**src/rtl/mem_port_arbiter.sv**
```systemverilog
// mem_port_arbiter: shares one single-port memory between fetch and MEM stages.
// Data accesses win; burstCount bounds how long a fetch miss can be starved.
module mem_port_arbiter #(
    parameter int ADDR_WIDTH     = 32,
    parameter int DATA_WIDTH     = 32,
    parameter int MAX_DATA_BURST = 4
) (
    input  logic                  clk,
    input  logic                  rst,
    input  logic                  fetchRequest,
    input  logic [ADDR_WIDTH-1:0] fetchAddress,
    output logic [DATA_WIDTH-1:0] fetchData,
    output logic                  fetchSuccess,
    input  logic                  dataRead,
    input  logic                  dataWrite,
    input  logic [ADDR_WIDTH-1:0] dataAddress,
    input  logic [DATA_WIDTH-1:0] dataWriteData,
    output logic [DATA_WIDTH-1:0] dataReadData,
    output logic                  dataDone,
    output logic                  memRequest,
    output logic                  memWriteEnable,
    output logic [ADDR_WIDTH-1:0] memAddress,
    output logic [DATA_WIDTH-1:0] memWriteData,
    input  logic [DATA_WIDTH-1:0] memReadData,
    input  logic                  memReady
);

    localparam int CW = $clog2(MAX_DATA_BURST + 2);
    localparam logic [CW-1:0] BURST_MAX = CW'(MAX_DATA_BURST);

    localparam logic [1:0] IDLE       = 2'd0;
    localparam logic [1:0] DATA_BUSY  = 2'd1;
    localparam logic [1:0] FETCH_BUSY = 2'd2;

    logic [1:0]            state;
    logic [CW-1:0]         burstCount;
    logic                  bufValid;
    logic [ADDR_WIDTH-1:0] bufTag;
    logic [DATA_WIDTH-1:0] bufData;
    logic [ADDR_WIDTH-1:0] pendingTag;

    logic dataPending;
    logic fetchMiss;
    logic dataGrant;

    assign fetchSuccess = bufValid && (bufTag == fetchAddress);
    assign fetchData    = bufData;

    // A request still high in the dataDone cycle belongs to the access just finished.
    assign dataPending = (dataRead || dataWrite) && !dataDone;
    assign fetchMiss   = fetchRequest && !fetchSuccess;
    assign dataGrant   = dataPending && (!fetchMiss || (burstCount < BURST_MAX));

    always_ff @(posedge clk or negedge rst) begin
        if (!rst) begin
            state          <= IDLE;
            burstCount     <= '0;
            bufValid       <= 1'b0;
            bufTag         <= '0;
            bufData        <= '0;
            pendingTag     <= '0;
            dataDone       <= 1'b0;
            dataReadData   <= '0;
            memRequest     <= 1'b0;
            memWriteEnable <= 1'b0;
            memAddress     <= '0;
            memWriteData   <= '0;
        end else begin
            dataDone <= 1'b0;
            case (state)
                IDLE: begin
                    if (dataGrant) begin
                        state          <= DATA_BUSY;
                        memRequest     <= 1'b1;
                        memWriteEnable <= dataWrite;
                        memAddress     <= dataAddress;
                        memWriteData   <= dataWriteData;
                        if (!fetchMiss) begin
                            burstCount <= '0;
                        end else if (burstCount != BURST_MAX) begin
                            burstCount <= burstCount + 1'b1;
                        end
                    end else if (fetchMiss) begin
                        state          <= FETCH_BUSY;
                        memRequest     <= 1'b1;
                        memWriteEnable <= 1'b0;
                        memAddress     <= fetchAddress;
                        memWriteData   <= '0;
                        pendingTag     <= fetchAddress;
                        burstCount     <= '0;
                    end else begin
                        burstCount <= '0;
                    end
                end
                DATA_BUSY: begin
                    if (memReady) begin
                        state          <= IDLE;
                        dataDone       <= 1'b1;
                        memRequest     <= 1'b0;
                        memWriteEnable <= 1'b0;
                        memAddress     <= '0;
                        memWriteData   <= '0;
                        if (!memWriteEnable) begin
                            dataReadData <= memReadData;
                        end else if (bufValid && (bufTag == memAddress)) begin
                            bufValid <= 1'b0;
                        end
                    end
                end
                FETCH_BUSY: begin
                    // The line fills under its original tag even if the PC moved.
                    if (memReady) begin
                        state          <= IDLE;
                        bufValid       <= 1'b1;
                        bufTag         <= pendingTag;
                        bufData        <= memReadData;
                        memRequest     <= 1'b0;
                        memWriteEnable <= 1'b0;
                        memAddress     <= '0;
                        memWriteData   <= '0;
                    end
                end
                default: state <= IDLE;
            endcase
        end
    end

endmodule
```
**config.mk**
```make
export PLATFORM = sky130hd
export DESIGN_NAME = mem_port_arbiter
export DESIGN_NICKNAME = d
export VERILOG_FILES = /design/src/rtl/mem_port_arbiter.sv
export SDC_FILE = /design/constraint.sdc
export NUM_CORES = 1
export LEC_CHECK = 0
export BUFFER_PORTS_ARGS = -buffer_cell sky130_fd_sc_hd__buf_2
export CAP_MARGIN = 20
export CORE_AREA = 2 2 154 156
export DETAILED_ROUTE_END_ITERATION = 10
export DIE_AREA = 0 0 156 158
export GPL_ROUTABILITY_DRIVEN = 1
export PLACE_DENSITY = 0.75
export SETUP_SLACK_MARGIN = 0.4
export SLEW_MARGIN = 5
export SYNTH_ARGS = -nofsm -noshare
export SYNTH_HDL_FRONTEND = slang
export SYNTH_SLANG_ARGS = --single-unit
```
**constraint.sdc**
```tcl
create_clock -name clk -period 2.95 [get_ports clk]
set_input_delay 0.295 -clock clk [delete_from_list [all_inputs] [get_ports clk]]
set_output_delay 0.295 -clock clk [all_outputs]
set_load 0.02 [all_outputs]
```
Yosys cells after proc, flatten, opt, wreduce, memory -nomap -nowiden
Cells that the tools add are included.

storage, ports and cells
  bits in registers = 201
  bits of input ports = 134
  logic and storage cells = 77
  output and inout bits = 132

cells by class
  reduce and logical (&&, ||, !) cells = 21
  mux-type cells = 28
  $add $sub $neg = 1
  bitwise logic cells = 2
  equality and inequality tests = 12
  order comparisons = 1

operator list
  cell                                                                    number
  32-bit two-way mux                                                      5
  32-bit case mux with 2 select lines                                     2
  32-bit equality test                                                    2
  1-bit two-way mux                                                       11
  3-bit two-way mux                                                       3
  3-bit AND reduction                                                     3
  2-bit != test (second input constant)                                   4
  2-bit two-way mux                                                       3
  3-bit != test (second input constant)                                   2
  1-bit case mux with 2 select lines                                      3
  2-bit AND reduction                                                     3
  1-bit logical AND                                                       5
  5-bit AND reduction                                                     1
  2-bit case mux with 2 select lines                                      1
  2-bit nonzero test                                                      2
  3-bit by 1-bit adder with 3-bit output (second input constant)          1
  1-bit zero test                                                         3
  3-bit < comparator (second input constant)                              1
  3-bit by 2-bit != test with 1-bit output (second input constant)        1
  2-bit by 1-bit equality test with 1-bit output (second input constant)  1
  2-bit equality test (second input constant)                             1
  2-bit zero test                                                         1
  1-bit logical OR                                                        2
  2-bit by 1-bit != test with 1-bit output (second input constant)        1
  2 further kinds                                                         3

Logic depth before layout (Yosys ltp)
Gate-level depths: netlist of run 1.

  depth in word-level cells = 9
  depth in mapped cells = 9
  mapped depth without buffers = 6

Worst setup path after synthesis of run 1
OpenSTA, ideal clock, no wires.

  path type = register to register
  start point = reg bufTag[1]
  end point = reg memWriteEnable
  stages on the path, launching flop included = 8
  buffers on the path = 1
  slack = 0.665 ns
  period minus slack after synthesis = 2.285 ns
  setup time = 0.128 ns
  required time = 2.822 ns
  arrival time = 2.157 ns
  path through = dfrtp_1 xnor2_1 nand4_1 or4_4 nor4_4 or4b_1 buf_6 mux2_1

between the ends
  cells in the longest elaborated chain, start to end = 9
  elaborated cells between the ends (all ways) = 11
  those cells by class = eq/ne (2); mux (2); reduce/logical (7)

RTL lines
  what                                                                                        RTL line  text
  start: declaration                                                                          38        logic [ADDR_WIDTH-1:0] bufTag;
  start signal: assignment                                                                    115       bufTag <= pendingTag;
  32-bit equality test (*)                                                                    46        assign fetchSuccess = bufValid && (bufTag == fetchAddress);
  1-bit logical AND (*)                                                                       46
  1-bit zero test (*)                                                                         51        assign fetchMiss = fetchRequest && !fetchSuccess;
  1-bit logical AND (*)                                                                       51
  1-bit zero test                                                                             n/a
  1-bit logical OR                                                                            52        assign dataGrant = dataPending && (!fetchMiss || (burstCount < BURST_MAX));
  1-bit logical AND                                                                           52
  3-bit != test (no line) / 1-bit two-way mux (equally long branches)                         n/a
  3-bit AND reduction (no line) / 1-bit case mux with 2 select lines (equally long branches)  n/a
  end signal: assignment                                                                      75        memWriteEnable <= dataWrite;
  end: declaration                                                                            21        output logic memWriteEnable,

Mark *: on every way between the ends. The rest lies on a longest branch, timed or not.
A chain may end at the register's enable or synchronous reset.

Worst setup path after layout of run 1
  start point = reg bufTag[30]
  end point = out fetchSuccess

between the ends
  cells in the longest elaborated chain, start to end = 2

RTL lines
  what                  RTL line  text
  32-bit equality test  46
  1-bit logical AND     46
  end: declaration      13        output logic fetchSuccess,

Every way passes these cells.

==> results.ini, run 1 <==
[run_status]
status = completed

[synthesis]
ys_warn_count = 0
synth_area_um2 = 9090
ys.flop_type = dfrtp_1
ys_ff_latch = 201
synth_area_leaders = dfrtp_1 55%, mux2_2 9.2%, mux2_1 6.8%, a32o_1 3.5%, xnor2_1 3.2%
synth_cell_types = 40
syn_inst = 713
synthesis.nets = 853
syn_avg_cell_area_um2 = 12.75
async_flop_share_pct = 100.0
yosysTopAreaCell = dfrtp_1
ys_seq_area_share_pct = 55.33
synth_edf_count = 0
yosysTopAreaCellShare_pct = 55.33

[critical_path]
endpoint_kind = output port
path_buf_inv = 3
start_kind = register
crit_family = simple AND/OR/NAND/NOR gates
regToRegSetupSlack_ns = 0.43
worst_path_largest_cell_delay_ns = 0.41
cpMaxStageDelayCell = dfrtp_1
cp_max_fo = 3
cpMostUsedCell = nand4_1
critPathArrivalTime_ns = 2.30
timing.rr.end = state[0]
crit_required_ns = 2.65
ff2ff_path_depth = 11
path_cells = xnor2_2, nand4_1, nor4_2, nand4_1, buf_4, inv_4, buf_6
crit_type = register to output port
reg2reg_from = bufTag[30]

[cells_and_area]
finalInstanceArea_um2 = 11990
areaGrowthSynthToFinish_pct = 31.92
final_cell_mix = 263 x buf_2, 201 x dfrtp_1, 74 x mux2_2
fillers = 2002
drive_gt1_share_pct = 45.49
final_common_cell = buf_2
nets = 1133

[timing]
worst_pin_slew_ns = 0.6442
fin_ws_ns = 0.3509
setup_viol = 0
post-route-period-util_pct = 88.11
hold_viol = 0
fin_crit_ns = 2.599
drv_slew = 0
slew_headroom_pct = 57.05
fin_setup_tns_ns = 0
rsz0062_at_grt = yes
fmax_mhz = 384.7
fin_skew_ns = 0.008503

[power_and_ir_drop]
p_total_uw = 13630
p_leak_uw = 0.005721
ir_drop_uv = 745.7
p_per_area_nw_per_um2 = 1137

[floorplan]
die_area_um2 = 24650
die_y_um = 158
start_util_pct = 39.43
die_w_um = 156
ios = 266
core_um2 = 23050
rows = 56

[clock_network]
root_buffer = clkbuf_16
clk_path_buf_depth = 3
h-tree-depth = 1
path_clk_slew_ns = 0.06
cts.sinks = 201
cts_tree = yes
clock_latency_ns = 0.50
cts_buffers = 23

[route]
avgViaCountPerCell = 5.470
drcViolationCount = 0
num_vias = 7116
ant_nets = 0
routedWlPerCell_um = 20.27
dr.first_iter.drc_count = 452
drt-total-wl_um = 26370
firstDrtPassIters = 4

[placement]
gp_congestion = 0.8200
hpwlAfterDp_um = 18240
place_ws_ns = 0.2031
placed_cell_area_um2 = 10820
port_buffers = 265

[global_route]
grt_pass1_vias = 7154
antenna_found_initial = 4
gr-total-overflow = 0
grt_use_total_pct = 20.24
grt_pass1_wl_um = 39170
grt_max_degree = 76

[hold_path]
min_path_type = input pin to register
min_from = memReadData[11]
holdPathEnd = dataReadData[11]
holdPathStages = 2

[flow_run]
drv_cap = 0

-- routing by layer --
layer	wire length [µm]	part of all wire, %	global-route usage (%)
met5	23	0.087	0
met4	572	2.2	6.029
met3	2087	7.9	5.612
met2	12960	49	33.94
met1	10730	41	25.67
-- registers in the layout, indices dropped and copies added, names as in the netlist --
register and count:
memRequest 1, state 2, memWriteEnable 1, bufTag 32
pendingTag 32, bufValid 1, memWriteData 32, burstCount 3
memAddress 32, fetchData 32, dataReadData 32, dataDone 1
-- worst max-delay path by stage --
stage                    startpoint             end  slack (ns)  cells after the start
global placement    fetchAddress[1]  memAddress[18]        0.26                      8
CTS                      bufTag[30]    fetchSuccess        0.38                      7
global route             bufTag[17]    fetchSuccess        0.25                      7
floorplan                 bufTag[1]  memWriteEnable        0.66                      7
detailed placement  fetchAddress[1]   memAddress[6]        0.20                      8
finish                   bufTag[30]    fetchSuccess        0.35                      7
-- cell usage after synthesis, drive strengths merged, types with 4 or more instances --
| library cell | number |
|---|---|
| dfrtp | 201 |
| mux2 | 129 |
| nand2 | 73 |
| o21ai | 33 |
| xnor2 | 33 |
| a221oi | 32 |
| a32o | 32 |
| o2bb2ai | 32 |
| xor2 | 31 |
| buf | 26 |
| clkbuf | 22 |
| nor4 | 12 |
| nand4 | 10 |
| ha | 6 |
| inv | 6 |
| nor2 | 6 |
| nand2b | 4 |
-- power breakdown --
| part | internal (µW) | switching (µW) | leakage, µW |
|---|---|---|---|
| Combinational | 2520 | 3390 | 0.00288 |
| Sequential | 4050 | 935 | 0.00249 |
| Clock | 1620 | 1110 | 0.000354 |
-- stage by stage --
step | utilization [%] | hold WS, ns | instances
after detailed placement | 46.92 | 0.3456 | 1242
after global routing | 52.01 | 0.01875 | 1300
after CTS | 50.67 | 0.005444 | 1291
final | 52.02 | 0.02063 | 1301
after floorplan | - | -0.0005911 | 713
after global placement | 46.92 | 0.3441 | 1242
-- kinds of logic (layout without fill, tap and decap cells) --
group | after synthesis | after routing | synth area share, %
AOI/OAI and AO/OA | 140 | 141 | 12.36
adders and majority gates | 6 | 6 | 0.8259
xor gates and xnor gates | 64 | 64 | 6.167
DFF | 201 | 201 | 55.33
and+or+nand+nor | 119 | 119 | 6.442
other | 0 | 2 | 0
muxes | 129 | 129 | 15.98
buffers and inverters | 54 | 349 | 2.891
-- layout make-up --
type	count	area [µm²]	area share (%)
sequential	201	5030	41.94
multi-input combinational	459	4101	34.20
timing repair buffer	302	1748	14.58
clock buffer	34	656.9	5.478
tap	290	362.8	3.026
clock inverter	7	62.56	0.5217
inverter	6	25.02	0.2087
antenna	2	5.005	0.04174
-- what timing repair did --
action,4_1_cts,5_1_grt
endpoints found under the hold margin,72,0
cloned,0,3
hold buffers,1,0
gates resized for setup,13,43
setup endpoints to repair,65,96
pin swaps,9,14
buffers inserted,7,5
Power figures use the tool's default switching activity.
==> run 2: changes to the inputs <==
--- a/config.mk
+++ b/config.mk
@@ -5,15 +5,16 @@
 export SDC_FILE = /design/constraint.sdc
 export NUM_CORES = 1
 export LEC_CHECK = 0
+export ABC_AREA = 1
 export BUFFER_PORTS_ARGS = -buffer_cell sky130_fd_sc_hd__buf_2
 export CAP_MARGIN = 20
 export CORE_AREA = 2 2 154 156
 export DETAILED_ROUTE_END_ITERATION = 10
 export DIE_AREA = 0 0 156 158
 export GPL_ROUTABILITY_DRIVEN = 1
-export PLACE_DENSITY = 0.75
+export PLACE_DENSITY = 0.76
 export SETUP_SLACK_MARGIN = 0.4
-export SLEW_MARGIN = 5
+export SLEW_MARGIN = 30
 export SYNTH_ARGS = -nofsm -noshare
 export SYNTH_HDL_FRONTEND = slang
 export SYNTH_SLANG_ARGS = --single-unit
==> results.ini, run 2 <==
[run_status]
status = completed

[timing]
fin_skew_ns = 0.01068
fin_crit_ns = 2.423
slew_headroom_pct = 50.94
hold_viol = 0
fmax_mhz = 412.8
post-route-period-util_pct = 82.13
rsz0062_at_grt = no
drv_slew = 0
fin_setup_tns_ns = 0
setup_viol = 0
worst_pin_slew_ns = 0.7360

[floorplan]
die_area_um2 = 24650
die_w_um = 156
rows = 56
core_um2 = 23050
die_y_um = 158
start_util_pct = 40.48
ios = 266

[cells_and_area]
nets = 1558
areaGrowthSynthToFinish_pct = 26.82
final_common_cell = nand2_1
multi_input_area_um2 = 3565
final_cell_mix = 382 x nand2_1, 263 x buf_2, 201 x dfrtp_1
drive_gt1_share_pct = 24.01
fillers = 2121
seqCellArea_um2 = 5030
post-route-util_pct = 51.34

[power_and_ir_drop]
p_leak_uw = 0.006420
ir_drop_uv = 614.3
p_per_area_nw_per_um2 = 1126

[synthesis]
ys_warn_count = 0
ys_seq_area_share_pct = 53.90
syn_inst = 1157
synth_area_leaders = dfrtp_1 54%, nand2_1 15%, o21ai_0 7.3%, inv_1 5.8%, nand3_1 3.9%
yosysTopAreaCellShare_pct = 53.90
syn_avg_cell_area_um2 = 8.065
synth_edf_count = 0
yosysTopAreaCell = dfrtp_1
ys_ff_latch = 201
synth_cell_types = 34
synthesis.nets = 1297
synth_area_um2 = 9331
synthMostInstantiatedCell = nand2_1
async_flop_share_pct = 100.0
ys.flop_type = dfrtp_1
synth_common_cells = 384 x nand2_1, 201 x dfrtp_1, 143 x inv_1

[critical_path]
cp_max_fo = 3
path_buf_inv = 2
setup.worst_path.end = fetchSuccess
regToRegSetupSlack_ns = 0.60
timing.rr.end = memAddress[4]
cpMostUsedCell = nand2_1
start_kind = register
endpoint_kind = output port
critPathArrivalTime_ns = 2.13
crit_family = simple AND/OR/NAND/NOR gates
reg2reg_from = bufTag[8]
startpoint = bufTag[26]
cpMaxStageDelayCell = or4_4
path_cells = inv_1, nand2_1, nand2_1, nand4_1, or4_4, nor2_4, buf_4
worst_path_largest_cell_delay_ns = 0.57
crit_type = register to output port
ff2ff_path_depth = 13
path_depth = 7
crit_required_ns = 2.65

[route]
routedWlPerCell_um = 15.65
drcViolationCount = 0
drt-total-wl_um = 27040
firstDrtPassIters = 5
dr.first_iter.drc_count = 621
num_vias = 8583
ant_nets = 0
avgViaCountPerCell = 4.967

[hold_path]
min_from = dataWriteData[25]
holdPathStages = 3
min_path_type = input pin to register

[placement]
port_buffers = 265
gp_congestion = 0.9538
hpwlAfterDp_um = 19160

[flow_run]
drv_cap = 0

[clock_network]
h-tree-depth = 1
path_clk_slew_ns = 0.06
cts.sinks = 201
cts_tree = yes
clk_path_buf_depth = 3
root_buffer = clkbuf_16
cts_buffers = 23
clock_latency_ns = 0.51

[global_route]
grt_use_total_pct = 21.71
grt_pass1_vias = 8420
grt_max_degree = 87
gr-total-overflow = 0
grt_pass1_wl_um = 42750
antenna_found_initial = 5

## run 2: layout make-up
type / count / share of cell area, %
timing repair buffer: 288 / 13.27
tap: 290 / 3.066
sequential: 201 / 42.50
clock inverter: 7 / 0.7824
antenna: 5 / 0.1057
multi-input combinational: 758 / 30.12
clock buffer: 33 / 5.519
inverter: 146 / 4.631
## run 2: worst register-to-register path: stages, from the launching register on
cell and delay (ns):
dfrtp_1 0.41, xnor2_1 0.28, nand2_1 0.09, nor2_1 0.11, nand2_1 0.07, nor2_1 0.09, nand3_1 0.11, nand2_1 0.13
nand4_1 0.26, nand3_4 0.25, buf_4 0.15, buf_12 0.16, nand2_1 0.07, o21ai_1 0.08
## run 2: how the worst min path moves through the flow
stage	endpoint	slack, ns
3_3_place_gp	dataReadData[1]	0.39
4_1_cts	memWriteData[2]	0.02
5_1_grt	memWriteData[2]	0.02
2_1_floorplan	bufTag[0]	-0.0006
3_5_place_dp	dataReadData[3]	0.41
6_report	memWriteData[25]	0.03
## run 2: timing repair
action | in CTS | in global routing
hold buffers | 1 | 0
cloned | 0 | 2
pin swaps | 0 | 3
buffers inserted | 0 | 6
endpoints found under the hold margin | 83 | 0
resized for setup | 2 | 10
endpoints found under the setup margin | 1 | 48
## run 2: stage by stage
step	hold WS [ns]	power, µW	instances	area, µm²	setup WS (ns)
2_1_floorplan	-0.0005911	8482	1157	9331	1.167
3_3_place_gp	0.3944	10150	1674	10940	0.5773
3_5_place_dp	0.4052	10320	1674	10940	0.5117
4_1_cts	0.02127	13240	1715	11710	0.4286
5_1_grt	0.02383	14260	1723	11820	0.4069
6_report	0.03056	13330	1728	11830	0.5273
## run 2: power breakdown
part | switching [µW] | total (µW) | internal [µW]
registers | 864 | 4850 | 3990
logic | 3700 | 5620 | 1920
clock network | 1140 | 2850 | 1710
total | 5710 | 13300 | 7620
## run 2: logic make-up after synthesis
kind of cell / count (synthesis) / synth area share, %
xor gates and xnor gates: 21 / 1.971
AOI/OAI and AO/OA: 214 / 11.80
and+or+nand+nor: 515 / 22.69
DFF: 201 / 53.90
adders and majority gates: 6 / 0.8045
buffers and inverters: 200 / 8.836
## run 2: routing by layer
metal / track usage, % / up-vias / wire, µm
met5: 0 / - / 0
met4: 8.301 / 0 / 1031
met3: 5.612 / 77 / 2254
met2: 35.97 / 357 / 12680
met1: 27.41 / 3948 / 11070
li1: - / 4201 / -
